[config.mk]
export PLATFORM = sky130hd
export DESIGN_NAME = axis_pattern_gen_flat
export DESIGN_NICKNAME = d
export VERILOG_FILES = /design/src/rtl/axis_pattern_gen_if.sv /design/src/rtl/axis_pattern_gen.sv /design/src/flat_wrapper.sv
export SDC_FILE = /design/constraint.sdc
export NUM_CORES = 1
export LEC_CHECK = 0
export CAP_MARGIN = 20
export CORE_UTILIZATION = 46
export CTS_BUF_LIST = sky130_fd_sc_hd__clkbuf_8 sky130_fd_sc_hd__clkbuf_16
export DETAILED_ROUTE_END_ITERATION = 8
export PLACE_DENSITY = 0.73
export SYNTH_ARGS = -nofsm -noshare
export SYNTH_HDL_FRONTEND = slang
export SYNTH_SLANG_ARGS = --single-unit
export TNS_END_PERCENT = 5
[constraint.sdc]
create_clock -name i_axis_clk -period 5.2 [get_ports i_axis_clk]
set_input_delay 1.3 -clock i_axis_clk [delete_from_list [all_inputs] [get_ports i_axis_clk]]
set_output_delay 1.3 -clock i_axis_clk [all_outputs]
set_load 0.02 [all_outputs]
[src/rtl/axis_pattern_gen_if.sv]
// axis_pattern_gen_if: AXI-Stream bundle (tdata/tuser/tlast/tvalid/tready).
// master drives payload and valid and samples ready; slave is the mirror.
interface axis_pattern_gen_if #(
   parameter int AXIS_DATA_WIDTH = 32
);
   logic                       tuser;
   logic                       tvalid;
   logic                       tready;
   logic                       tlast;
   logic [AXIS_DATA_WIDTH-1:0] tdata;

   modport master (
      output tuser,
      output tvalid,
      output tlast,
      output tdata,
      input  tready
   );

   modport slave (
      input  tuser,
      input  tvalid,
      input  tlast,
      input  tdata,
      output tready
   );
endinterface

[src/rtl/axis_pattern_gen.sv]
// axis_pattern_gen: framed AXI-Stream packet source for bring-up/throughput.
// Ports: i_axis_clk, i_axis_rst (sync, active-low); run control i_start,
// i_abort, i_pkt_len, i_pkt_count, i_seed; status o_busy, o_done,
// o_pkt_sent; stream o_axis_out (master modport: tuser/tvalid/tlast/tdata,
// tready in). Macro AXIS_PATTERN_GEN_LFSR_EN: data advances as a 32-bit
// LFSR instead of +1 per transfer.
module axis_pattern_gen #(
   parameter int AXIS_DATA_WIDTH = 32,
   parameter int LEN_WIDTH       = 16,
   parameter int GAP_CYCLES      = 0
) (
   input  logic                       i_axis_clk,
   input  logic                       i_axis_rst,
   input  logic                       i_start,
   input  logic                       i_abort,
   input  logic [LEN_WIDTH-1:0]       i_pkt_len,
   input  logic [LEN_WIDTH-1:0]       i_pkt_count,
   input  logic [AXIS_DATA_WIDTH-1:0] i_seed,
   output logic                       o_busy,
   output logic                       o_done,
   output logic [LEN_WIDTH-1:0]       o_pkt_sent,
   axis_pattern_gen_if.master         o_axis_out
);
   localparam logic [1:0] S_IDLE = 2'd0;
   localparam logic [1:0] S_SEND = 2'd1;
   localparam logic [1:0] S_GAP  = 2'd2;
   localparam logic [1:0] S_DONE = 2'd3;

   localparam int GW = (GAP_CYCLES > 1) ? $clog2(GAP_CYCLES) : 1;
   localparam logic [GW-1:0] GAP_LAST =
      GW'((GAP_CYCLES > 0) ? GAP_CYCLES - 1 : 0);

   logic [1:0]                 r_state;
   logic [LEN_WIDTH-1:0]       r_len;
   logic [LEN_WIDTH-1:0]       r_count;
   logic [LEN_WIDTH-1:0]       r_beat;
   logic [LEN_WIDTH-1:0]       r_sent;
   logic [AXIS_DATA_WIDTH-1:0] r_data;
   logic [GW-1:0]              r_gap;
   logic                       r_abort;

   logic                       w_send;
   logic                       w_xfer;
   logic                       w_first;
   logic                       w_last;
   logic                       w_run_end;
   logic [LEN_WIDTH-1:0]       w_sent_nxt;
   logic [AXIS_DATA_WIDTH-1:0] w_data_nxt;
   logic [AXIS_DATA_WIDTH-1:0] w_seed;

`ifdef AXIS_PATTERN_GEN_LFSR_EN
   if (AXIS_DATA_WIDTH != 32) begin : g_width_chk
      $error("axis_pattern_gen: LFSR data needs AXIS_DATA_WIDTH == 32");
   end

   // All-zero is the LFSR lock-up state, so it is never loaded.
   assign w_seed = (i_seed == '0) ? AXIS_DATA_WIDTH'(1) : i_seed;
   assign w_data_nxt = {r_data[30:0],
                        r_data[31] ^ r_data[21] ^ r_data[1] ^ r_data[0]};
`else
   assign w_seed     = i_seed;
   assign w_data_nxt = r_data + AXIS_DATA_WIDTH'(1);
`endif

   assign w_send     = (r_state == S_SEND);
   assign w_xfer     = w_send && o_axis_out.tready;
   assign w_first    = (r_beat == '0);
   assign w_last     = (r_beat == r_len - LEN_WIDTH'(1));
   assign w_sent_nxt = r_sent + LEN_WIDTH'(1);
   // Abort seen on the tlast cycle itself still ends the run here.
   assign w_run_end  = (w_sent_nxt == r_count) || r_abort || i_abort;

   assign o_axis_out.tvalid = w_send;
   assign o_axis_out.tuser  = w_send && w_first;
   assign o_axis_out.tlast  = w_send && w_last;
   assign o_axis_out.tdata  = r_data;
   assign o_busy            = (r_state != S_IDLE);
   assign o_done            = (r_state == S_DONE);
   assign o_pkt_sent        = r_sent;

   always_ff @(posedge i_axis_clk) begin
      if (!i_axis_rst) begin
         r_state <= S_IDLE;
         r_len   <= '0;
         r_count <= '0;
         r_beat  <= '0;
         r_sent  <= '0;
         r_data  <= '0;
         r_gap   <= '0;
         r_abort <= 1'b0;
      end else begin
         case (r_state)
            S_IDLE: begin
               r_abort <= 1'b0;
               if (i_start) begin
                  r_len   <= i_pkt_len;
                  r_count <= i_pkt_count;
                  r_data  <= w_seed;
                  r_beat  <= '0;
                  r_sent  <= '0;
                  if (i_pkt_len != '0 && i_pkt_count != '0) begin
                     r_state <= S_SEND;
                  end else begin
                     r_state <= S_DONE;
                  end
               end
            end
            S_SEND: begin
               if (i_abort) begin
                  r_abort <= 1'b1;
               end
               if (w_xfer) begin
                  r_data <= w_data_nxt;
                  if (w_last) begin
                     r_beat <= '0;
                     r_sent <= w_sent_nxt;
                     if (w_run_end) begin
                        r_state <= S_DONE;
                     end else if (GAP_CYCLES > 0) begin
                        r_state <= S_GAP;
                        r_gap   <= '0;
                     end
                  end else begin
                     r_beat <= r_beat + LEN_WIDTH'(1);
                  end
               end
            end
            S_GAP: begin
               if (i_abort) begin
                  r_state <= S_DONE;
               end else if (r_gap == GAP_LAST) begin
                  r_state <= S_SEND;
               end else begin
                  r_gap <= r_gap + GW'(1);
               end
            end
            default: begin
               r_state <= S_IDLE;
            end
         endcase
      end
   end
endmodule

[src/flat_wrapper.sv]
// flat-port wrapper written by rule: the top's interface ports become plain ports
module axis_pattern_gen_flat 
#(
   parameter int AXIS_DATA_WIDTH = 32,
   parameter int LEN_WIDTH       = 16,
   parameter int GAP_CYCLES      = 0
)
  (i_axis_clk, i_axis_rst, i_start, i_abort, i_pkt_len, i_pkt_count, i_seed, o_busy, o_done, o_pkt_sent, o_axis_out_tuser, o_axis_out_tvalid, o_axis_out_tlast, o_axis_out_tdata, o_axis_out_tready);
  axis_pattern_gen_if #(.AXIS_DATA_WIDTH(AXIS_DATA_WIDTH)) o_axis_out_i ();
  input  logic i_axis_clk;
  input  logic i_axis_rst;
  input  logic i_start;
  input  logic i_abort;
  input  logic [LEN_WIDTH-1:0] i_pkt_len;
  input  logic [LEN_WIDTH-1:0] i_pkt_count;
  input  logic [AXIS_DATA_WIDTH-1:0] i_seed;
  output logic o_busy;
  output logic o_done;
  output logic [LEN_WIDTH-1:0] o_pkt_sent;
  output wire logic [$bits(o_axis_out_i.tuser)-1:0] o_axis_out_tuser;
  output wire logic [$bits(o_axis_out_i.tvalid)-1:0] o_axis_out_tvalid;
  output wire logic [$bits(o_axis_out_i.tlast)-1:0] o_axis_out_tlast;
  output wire logic [$bits(o_axis_out_i.tdata)-1:0] o_axis_out_tdata;
  input wire logic [$bits(o_axis_out_i.tready)-1:0] o_axis_out_tready;
  assign o_axis_out_tuser = o_axis_out_i.tuser;
  assign o_axis_out_tvalid = o_axis_out_i.tvalid;
  assign o_axis_out_tlast = o_axis_out_i.tlast;
  assign o_axis_out_tdata = o_axis_out_i.tdata;
  assign o_axis_out_i.tready = o_axis_out_tready;
  axis_pattern_gen #(.AXIS_DATA_WIDTH(AXIS_DATA_WIDTH), .LEN_WIDTH(LEN_WIDTH), .GAP_CYCLES(GAP_CYCLES)) u_core (.i_axis_clk(i_axis_clk), .i_axis_rst(i_axis_rst), .i_start(i_start), .i_abort(i_abort), .i_pkt_len(i_pkt_len), .i_pkt_count(i_pkt_count), .i_seed(i_seed), .o_busy(o_busy), .o_done(o_done), .o_pkt_sent(o_pkt_sent), .o_axis_out(o_axis_out_i));
endmodule
==> results of run 1 <==
==> cell type report <==
cell class	count	area, sq um
Multi-Input combinational cell	613	3490
Tap cell	168	210
Timing Repair Buffer	130	1280
Inverter	23	86.3
Fill cell	1094	4710
Clock inverter	6	57.6
Clock buffer	10	239
Sequential cell	99	1980
==> what timing repair did <==
item	4_1_cts	5_1_grt
endpoints found under the hold margin	0	0
gates resized for setup	1	1
setup endpoints to repair	1	1
==> kinds of logic (layout without fill, tap and decap cells) <==
| kind of cell | Yosys count | after routing | share of synthesized area |
|---|---|---|---|
| xor+xnor | 57 | 57 | 0.0871 |
| simple gates | 347 | 347 | 0.300 |
| flops | 99 | 99 | 0.346 |
| compound gates | 195 | 195 | 0.192 |
| fa+ha+maj | 5 | 5 | 0.0109 |
| mux | 9 | 9 | 0.0159 |
| buf+inv | 72 | 169 | 0.0489 |
==> per-layer routing <==
metal  global-route usage  vias to the layer above  part of all wire  wire (microns)
li1                     -                     2951                 -               -
met2                0.426                      237              0.47            7770
met4               0.0789                        0             0.016             259
met1                0.332                     2810              0.44            7200
met5                    0                        -                 0               0
met3               0.0659                       25             0.077            1270
==> final timing paths <==
path,end,start,depth (start not counted),slack [ns]
worst min-delay path,u_core.r_count[7],u_core.r_count[7],2,0.47
worst max register to register,u_core.o_pkt_sent[9],u_core.r_len[0],11,1.74
worst min register to register,u_core.r_count[7],u_core.r_count[7],2,0.47
worst max-delay path,o_axis_out_tlast,u_core.r_len[0],10,0.19
==> registers in the layout (all words and copies together) (netlist names) <==
register and flops:
u_core.r_len 16, u_core.r_beat 16, u_core.r_count 16, u_core.o_axis_out.tdata 32, u_core.o_pkt_sent 16, u_core.r_abort 1
u_core.r_state 2
==> stage by stage <==
step / instances / utilization
after floorplan: 784 / -
after global placement: 1033 / 0.583
after detailed placement: 1033 / 0.583
after CTS: 1049 / 0.609
after global routing: 1049 / 0.609
final: 1049 / 0.609
==> power breakdown <==
part	switching, mW	leakage, nW	internal (mW)
combinational	0.235	1.61	0.202
clock	0.293	0.147	0.382
sequential	0.0574	0.809	0.803
total	0.585	2.57	1.39
==> layout by cell type, fill, tap and decap left out, types with 3 or more instances in the layout <==
master           instances
a21oi_1                 83
o21ai_0                 65
clkbuf_16                9
mux2i_1                  8
nor4_1                  20
or3_1                    5
and4_1                  11
nor4b_1                  3
dfxtp_1                 99
nand4_1                 19
inv_1                   24
nor3_1                  20
o22ai_1                  3
a22oi_1                  4
and2_1                   9
o211ai_1                 3
and3_1                  14
nand3b_1                 3
o31ai_1                  4
buf_4                    9
nand3_1                 27
nand2_1                113
ha_1                     5
nor2b_1                  3
xor2_1                  22
nor2_1                  81
clkdlybuf4s50_1        121
xnor2_1                 35
a31oi_1                  6
a211oi_1                14
==> tightest hold or removal path: stages, from the launching register on <==
cell     delay [ns]
dfxtp_1        0.32
nand2_1        0.06
a21oi_1        0.05
==> results.ini, run 1 <==
[clock_tree]
clk_latency_ns=0.35
postCtsSetupBuffers=0
clockRootBuffer=clkbuf_16
cts_tree=built
clock-sinks=99
clockBufferDepth=2
cts_hold_buf=0
cts.reportedPaths.clkPinSlew_ns=0.07
numCtsBuffers=9
htree_levels=3

[worst_hold_path]
hp-class=flip-flop to flip-flop

[synthesis]
synth_ff_type=dfxtp_1
postSynthCellCount=784
synth_seq_area_share=0.346
synth_top_cell_by_area=dfxtp_1
synth.net_count=858
synth_top_area_share=0.346
async_reset_ff_frac=0
synth_edf_count=0
syn_area_sq_um=5730
synth.top_cells.by_area=dfxtp_1, nand2_1, a21oi_1
synth.distinct_cells=58
synth.most_common_cell=nand2_1
synth_common_cells=nand2_1, dfxtp_1, a21oi_1
syn_area_per_cell_sq_um=7.31
ys_ff_latch=99
synth_warnings=0

[setup_path]
arrival_ns=3.71
endpoint_kind=output pin
required_ns=3.90
crit_slowest_cell=clkdlybuf4s50_1
path_cells=inv_1 -> ha_1 -> nor4b_4 -> nand4b_1 -> xnor2_1 -> a211o_1 -> or4b_1 -> or3_4 -> nor2_1 -> clkdlybuf4s50_1
cp_slowest_stage_delay_ns=0.63
start_kind=flip-flop
critPathBufInv=2
critPathMaxFanout=7
cp_top_family=simple AND/OR/NAND/NOR gates
path_class=flip-flop to output pin

[placed_design]
placed_area_sq_um=7040
gp_congestion=0.929
post-place-ws_ns=0.402
numPortBuffers=121
place_hpwl_microns=11800

[routing]
vias=6023
ant_nets=0
first_iter_violations=445
routed_wl_microns=16500
viasPerCell=5.74
drt_pre_antenna_iters=5
wl_per_cell_microns=15.7
drc_errors=0

[grt]
globalRouteOverflowTotal=0
grtUsageTotal=0.259
grt_pass1_wl_microns=26600
grt_max_degree=48
antenna_found_initial=0
grt_pass1_vias=5544

[job]
drv_cap=0

[cells_and_area]
fin_area_sq_um=7350
finalNetCount=950
synthToLayoutAreaGrowth_pct=28.1
n_antenna_cell=0
drive_gt1_frac=0.0409

[timing]
skew_ns=0.00643
fmax_mhz=200
fin_crit_sh=0.963
post-route-min-period_ns=5.01
relSlewSlack=0.541
setup_violations=0
slew_viol_final=0
fin_ws_ns=0.194
whs_ns=0.471
hold_viol=0
timing.setup.tns_ns=0
rsz0062_at_grt=no
tightest_slew_ns=0.683

[power]
irDropWorstVdd_mv=0.167
powerDensity_nw_per_um2=268
total_power_mw=1.97
power_leakage_nw=2.57

[outcome]
status=finished, final reports clean

[die]
io_pins=122
rows=40
start_util=0.475
die_h_microns=114
die_w_microns=114
core_area_sq_um=12100
dieArea_sq_um=12900

(Power assumes the default switching activity.)
==> run 2: changes to the inputs <==
Settings changed: CAP_MARGIN 20 to default.
Clock period 5.2 ns to 5.35 ns, I/O delays scaled along.
==> results.ini, run 2 (synthesis results as in run 1) <==
[power]
p_comb_frac=0.214  ; -0.008
p_seq_frac=0.423  ; -0.013
switching_share=0.292  ; -0.00411
clkPwrFrac=0.362  ; +0.020
powerDensity_nw_per_um2=268  ; about the same
p_sw_mw=0.579  ; -1.1%
power_leakage_nw=2.57  ; about the same
irDropWorstVdd_mv=0.175  ; +4.9%
p_int_mw=1.40  ; +0.89%

[cells_and_area]
mostFrequentLayoutCell=clkdlybuf4s50_1
finalNetCount=949  ; -0.11%
multi_input_area_sq_um=3490  ; about the same
instances_no_fill=1048  ; -0.095%
drive_gt1_frac=0.0420  ; +0.00118
synthToLayoutAreaGrowth_pct=28.6
fill_cells=1117  ; +2.1%
largest_register_ffs=32  ; unchanged
n_antenna_cell=0  ; unchanged
final_cell_mix=clkdlybuf4s50_1, nand2_1, dfxtp_1, a21oi_1, nor2_1
seq_area_sq_um=1980  ; unchanged

[setup_path]
required_ns=4.01  ; +0.11 ns
arrival_ns=3.79  ; +0.08 ns
path_class=flip-flop to output pin
start_kind=flip-flop
endpoint_kind=output pin
critPathMaxFanout=7  ; unchanged

[timing]
tightest_slew_ns=1.06  ; +0.376 ns
post-route-min-period_ns=5.12
timing.setup.tns_ns=0  ; unchanged
relSlewSlack=0.288  ; -0.253
fmax_mhz=195
rsz0062_at_grt=no
setup_violations=0  ; unchanged
hold_viol=0  ; unchanged
slew_viol_final=0  ; unchanged
fin_ws_ns=0.226  ; +0.0320 ns
fin_crit_sh=0.958
skew_ns=0.00786  ; +0.00142 ns

[routing]
drt_pre_antenna_iters=6  ; +1
drc_errors=0  ; unchanged
viasPerCell=5.73  ; -0.17%
wl_per_cell_microns=15.8  ; +0.57%
ant_nets=0  ; unchanged
vias=6007  ; -0.27%
first_iter_violations=458  ; +2.9%
routed_wl_microns=16600  ; +0.48%

[die]
io_pins=122  ; unchanged
die_w_microns=114  ; unchanged
start_util=0.475  ; unchanged
rows=40  ; unchanged
dieArea_sq_um=12900  ; unchanged
core_area_sq_um=12100  ; unchanged
die_h_microns=114  ; unchanged

[clock_tree]
htree_levels=3  ; unchanged
clk_latency_ns=0.35  ; about the same
cts.reportedPaths.clkPinSlew_ns=0.07  ; about the same
clockRootBuffer=clkbuf_16
clock-sinks=99  ; unchanged
numCtsBuffers=9  ; unchanged
cts_hold_buf=0  ; unchanged
clockBufferDepth=2  ; unchanged
cts_tree=built

[placed_design]
gp_congestion=0.944  ; +1.6%
numPortBuffers=121  ; unchanged
post-place-ws_ns=0.498  ; +0.0959 ns
dp_cells=1032  ; -0.097%
place_hpwl_microns=11900  ; +1.2%

[grt]
grt_pass1_wl_microns=27300  ; +2.8%
grtUsageTotal=0.265  ; +0.00596
grt_max_degree=48  ; unchanged
antenna_found_initial=0  ; unchanged
grt_pass1_vias=5517  ; -0.49%
globalRouteOverflowTotal=0  ; unchanged

[job]
drv_cap=0  ; unchanged

[worst_hold_path]
hp-class=flip-flop to flip-flop

[outcome]
status=finished, final reports clean

[run 2: cell count changes in the layout (fill, tap and decap cells not counted), sizes merged]
cell,before,now
buf,9,8
clkinv,2,3
inv,24,22
bufinv,1,2
[run 2: final cells by class]
class | count | share of cell area
timing repair buffer | 129 | 0.172
clock inverter | 6 | 0.0121
tap | 168 | 0.0285
multi-input combinational | 613 | 0.474
clock buffer | 10 | 0.0324
inverter | 23 | 0.0117
sequential | 99 | 0.269
[run 2: worst max-delay path, cell delays in order, from the launching register on]
cell and delay (ns):
dfxtp_1 0.35, inv_1 0.07, ha_1 0.25, nor4b_4 0.36, nand4b_1 0.18, xnor2_1 0.17, a211o_1 0.25, or4b_1 0.53
or3_1 0.52, nor2_1 0.13, clkdlybuf4s50_1 0.63
[run 2: through the flow]
step	util	power (mW)	hold WS, ns	area (sq um)
after global placement	0.583	1.26	0.454	7040
after global routing	0.611	2.06	0.485	7370
after CTS	0.610	1.99	0.472	7360
final	0.611	1.98	0.473	7370
after floorplan	-	1.10	0.448	5730
after detailed placement	0.583	1.27	0.462	7040
[run 2: power by group through the flow]
stage	Clock, mW	Sequential, mW	Combinational, mW
finish	0.716	0.838	0.424
global route	0.755	0.844	0.464
CTS	0.727	0.836	0.423
detailed placement	0	0.852	0.420
global placement	0	0.849	0.410
floorplan	0	0.865	0.232
[run 2: path summary, 6_finish.rpt]
| check | startpoint | to | slack [ns] | depth (start not counted) |
|---|---|---|---|---|
| setup / recovery | u_core.r_len[0] | o_axis_out_tlast | 0.23 | 10 |
| setup reg to reg | u_core.r_len[0] | u_core.o_pkt_sent[0] | 1.86 | 11 |
| hold reg to reg | u_core.r_count[0] | u_core.r_count[0] | 0.47 | 2 |
| hold / removal | u_core.r_count[0] | u_core.r_count[0] | 0.47 | 2 |
[run 2: repair_timing]
item                       CTS  global route
setup endpoints to repair    0             1
resized for setup            0             1
setup buffers                0             0
hold endpoints to repair     0             0
[run 2: metal layers]
metal	vias to the layer above	wire [microns]	track usage
met5	-	0	0
met1	2841	7410	0.349
met3	24	1020	0.0436
met2	194	7820	0.439
li1	2948	-	-
met4	0	319	0.0904
==> run 3: changes to the inputs <==
Settings changed: PLACE_DENSITY 0.73 to 0.76.
Clock period 5.35 ns to 4.2 ns, I/O delays scaled along.
==> results.ini, run 3 (synthesis results as in run 1) <==
[cells_and_area]
final_cell_mix=clkdlybuf4s50_1, nand2_1, dfxtp_1, a21oi_1, nor2_1
mostFrequentLayoutCell=clkdlybuf4s50_1
drive_gt1_frac=0.0539  ; +0.0119
finalNetCount=959  ; +1.1%
synthToLayoutAreaGrowth_pct=29.6
largest_register_ffs=32  ; unchanged
fin_util=0.616  ; +0.00488
seq_area_sq_um=1980  ; unchanged
fill_cells=1105  ; -1.1%
n_antenna_cell=0  ; unchanged
multi_input_area_sq_um=3490  ; about the same

[clock_tree]
cts_tree=built
cts.reportedPaths.clkPinSlew_ns=0.07  ; about the same
htree_levels=3  ; unchanged
cts-resized-gates=3  ; +3
clk_latency_ns=0.35  ; about the same
clockRootBuffer=clkbuf_16
clockBufferDepth=2  ; unchanged
postCtsSetupBuffers=0  ; unchanged
numCtsBuffers=9  ; unchanged
clock-sinks=99  ; unchanged
cts_hold_buf=0  ; unchanged

[timing]
tightest_slew_ns=0.967  ; -0.0923 ns
relSlewSlack=0.355  ; +0.0674
setup_violations=0  ; unchanged
slew_viol_final=0  ; unchanged
skew_ns=0.00530  ; -0.00256 ns
fmax_mhz=253
post-route-min-period_ns=3.95
fin_crit_sh=0.940
timing.setup.tns_ns=0  ; unchanged
rsz0062_at_grt=no
hold_viol=0  ; unchanged

[routing]
drt_pre_antenna_iters=5  ; -1
drc_errors=0  ; unchanged
first_iter_violations=428  ; -6.6%
wl_met2_microns=7370  ; -5.8%
wl_per_cell_microns=15.2  ; -3.9%
wl_met3_microns=1120  ; +9.5%
top_layer=met4
viasPerCell=5.52  ; -3.6%
met1Wirelength_microns=7460  ; +0.66%
vias=5845  ; -2.7%
routed_wl_microns=16100  ; -3.0%
ant_nets=0  ; unchanged

[worst_hold_path]
hp-class=flip-flop to flip-flop
min-delay-start=u_core.r_count[14]
holdPathStages=2  ; unchanged

[setup_path]
cp_top_family=simple AND/OR/NAND/NOR gates
endpoint_kind=output pin
critPathMaxFanout=3  ; -4
cp_num_cells=10  ; unchanged
critPathBufInv=2  ; unchanged
arrival_ns=2.90  ; -0.89 ns
ff2ff_path_depth=12  ; +1
required_ns=3.15  ; -0.86 ns
startpoint=u_core.r_len[0]
cp_slowest_stage_delay_ns=0.53  ; -0.10 ns
path_class=flip-flop to output pin
reg2reg_from=u_core.r_len[0]
start_kind=flip-flop
crit_slowest_cell=or4b_1
path_cells=inv_1 -> ha_1 -> nor4b_4 -> nand4b_1 -> xnor2_1 -> a211o_1 -> or4b_1 -> or3_4 -> nor2_1 -> buf_2

[die]
core_area_sq_um=12100  ; unchanged
start_util=0.475  ; unchanged
rows=40  ; unchanged
dieArea_sq_um=12900  ; unchanged
io_pins=122  ; unchanged
die_h_microns=114  ; unchanged
die_w_microns=114  ; unchanged

[outcome]
status=finished, final reports clean

[job]
drv_cap=0  ; unchanged

[placed_design]
place_hpwl_microns=11600  ; -2.5%
gp_congestion=0.839  ; -11%
numPortBuffers=121  ; unchanged

[grt]
grt_pass1_vias=5332  ; -3.4%
grt_pass1_wl_microns=26600  ; -2.5%
globalRouteOverflowTotal=0  ; unchanged
antenna_found_initial=0  ; unchanged
grt_max_degree=48  ; unchanged
grtUsageTotal=0.260  ; -0.00467

[power]
power_leakage_nw=2.62  ; +1.8%
irDropWorstVdd_mv=0.264  ; +51%
powerDensity_nw_per_um2=336  ; +25%

==> run 3: worst min-delay path, cell delays in order, from the launching register on <==
cell and delay [ns]:
dfxtp_1 0.32, nand2_1 0.06, a21oi_1 0.05
==> run 3: layer usage <==
layer | up-vias | global-route usage
li1 | 2980 | -
met1 | 2692 | 0.347
met2 | 162 | 0.418
met3 | 11 | 0.0776
met4 | 0 | 0.0482
met5 | - | 0
==> run 3: final cells by class <==
cell class                      count  share of cell area
Multi-Input combinational cell    613               0.470
Clock buffer                        9              0.0303
Sequential cell                    99               0.267
Inverter                           23              0.0116
Timing Repair Buffer              139               0.181
Tap cell                          168              0.0283
Clock inverter                      7              0.0125
==> run 3: through the flow <==
stage / area [sq um] / setup WS (ns) / hold WS (ns) / std cells / total power, mW
after floorplan: 5730 / 0.365 / 0.448 / 784 / 1.40
after detailed placement: 7100 / 0.0679 / 0.464 / 1042 / 1.62
after global placement: 7100 / 0.0833 / 0.457 / 1042 / 1.62
final: 7430 / 0.251 / 0.473 / 1058 / 2.50
after CTS: 7420 / 0.0353 / 0.473 / 1058 / 2.52
after global routing: 7430 / 0.0713 / 0.498 / 1058 / 2.62
==> run 3: worst paths after layout <==
check / to / slack (ns)
max: o_axis_out_tlast / 0.25
min: u_core.r_count[14] / 0.47
max reg2reg: u_core.o_pkt_sent[10] / 0.98
min reg2reg: u_core.r_count[14] / 0.47
==> run 3: where the power goes <==
part,leakage [nW],switching [mW],internal [mW]
combinational,1.66,0.290,0.258
clock,0.147,0.371,0.520
sequential,0.809,0.0678,0.994
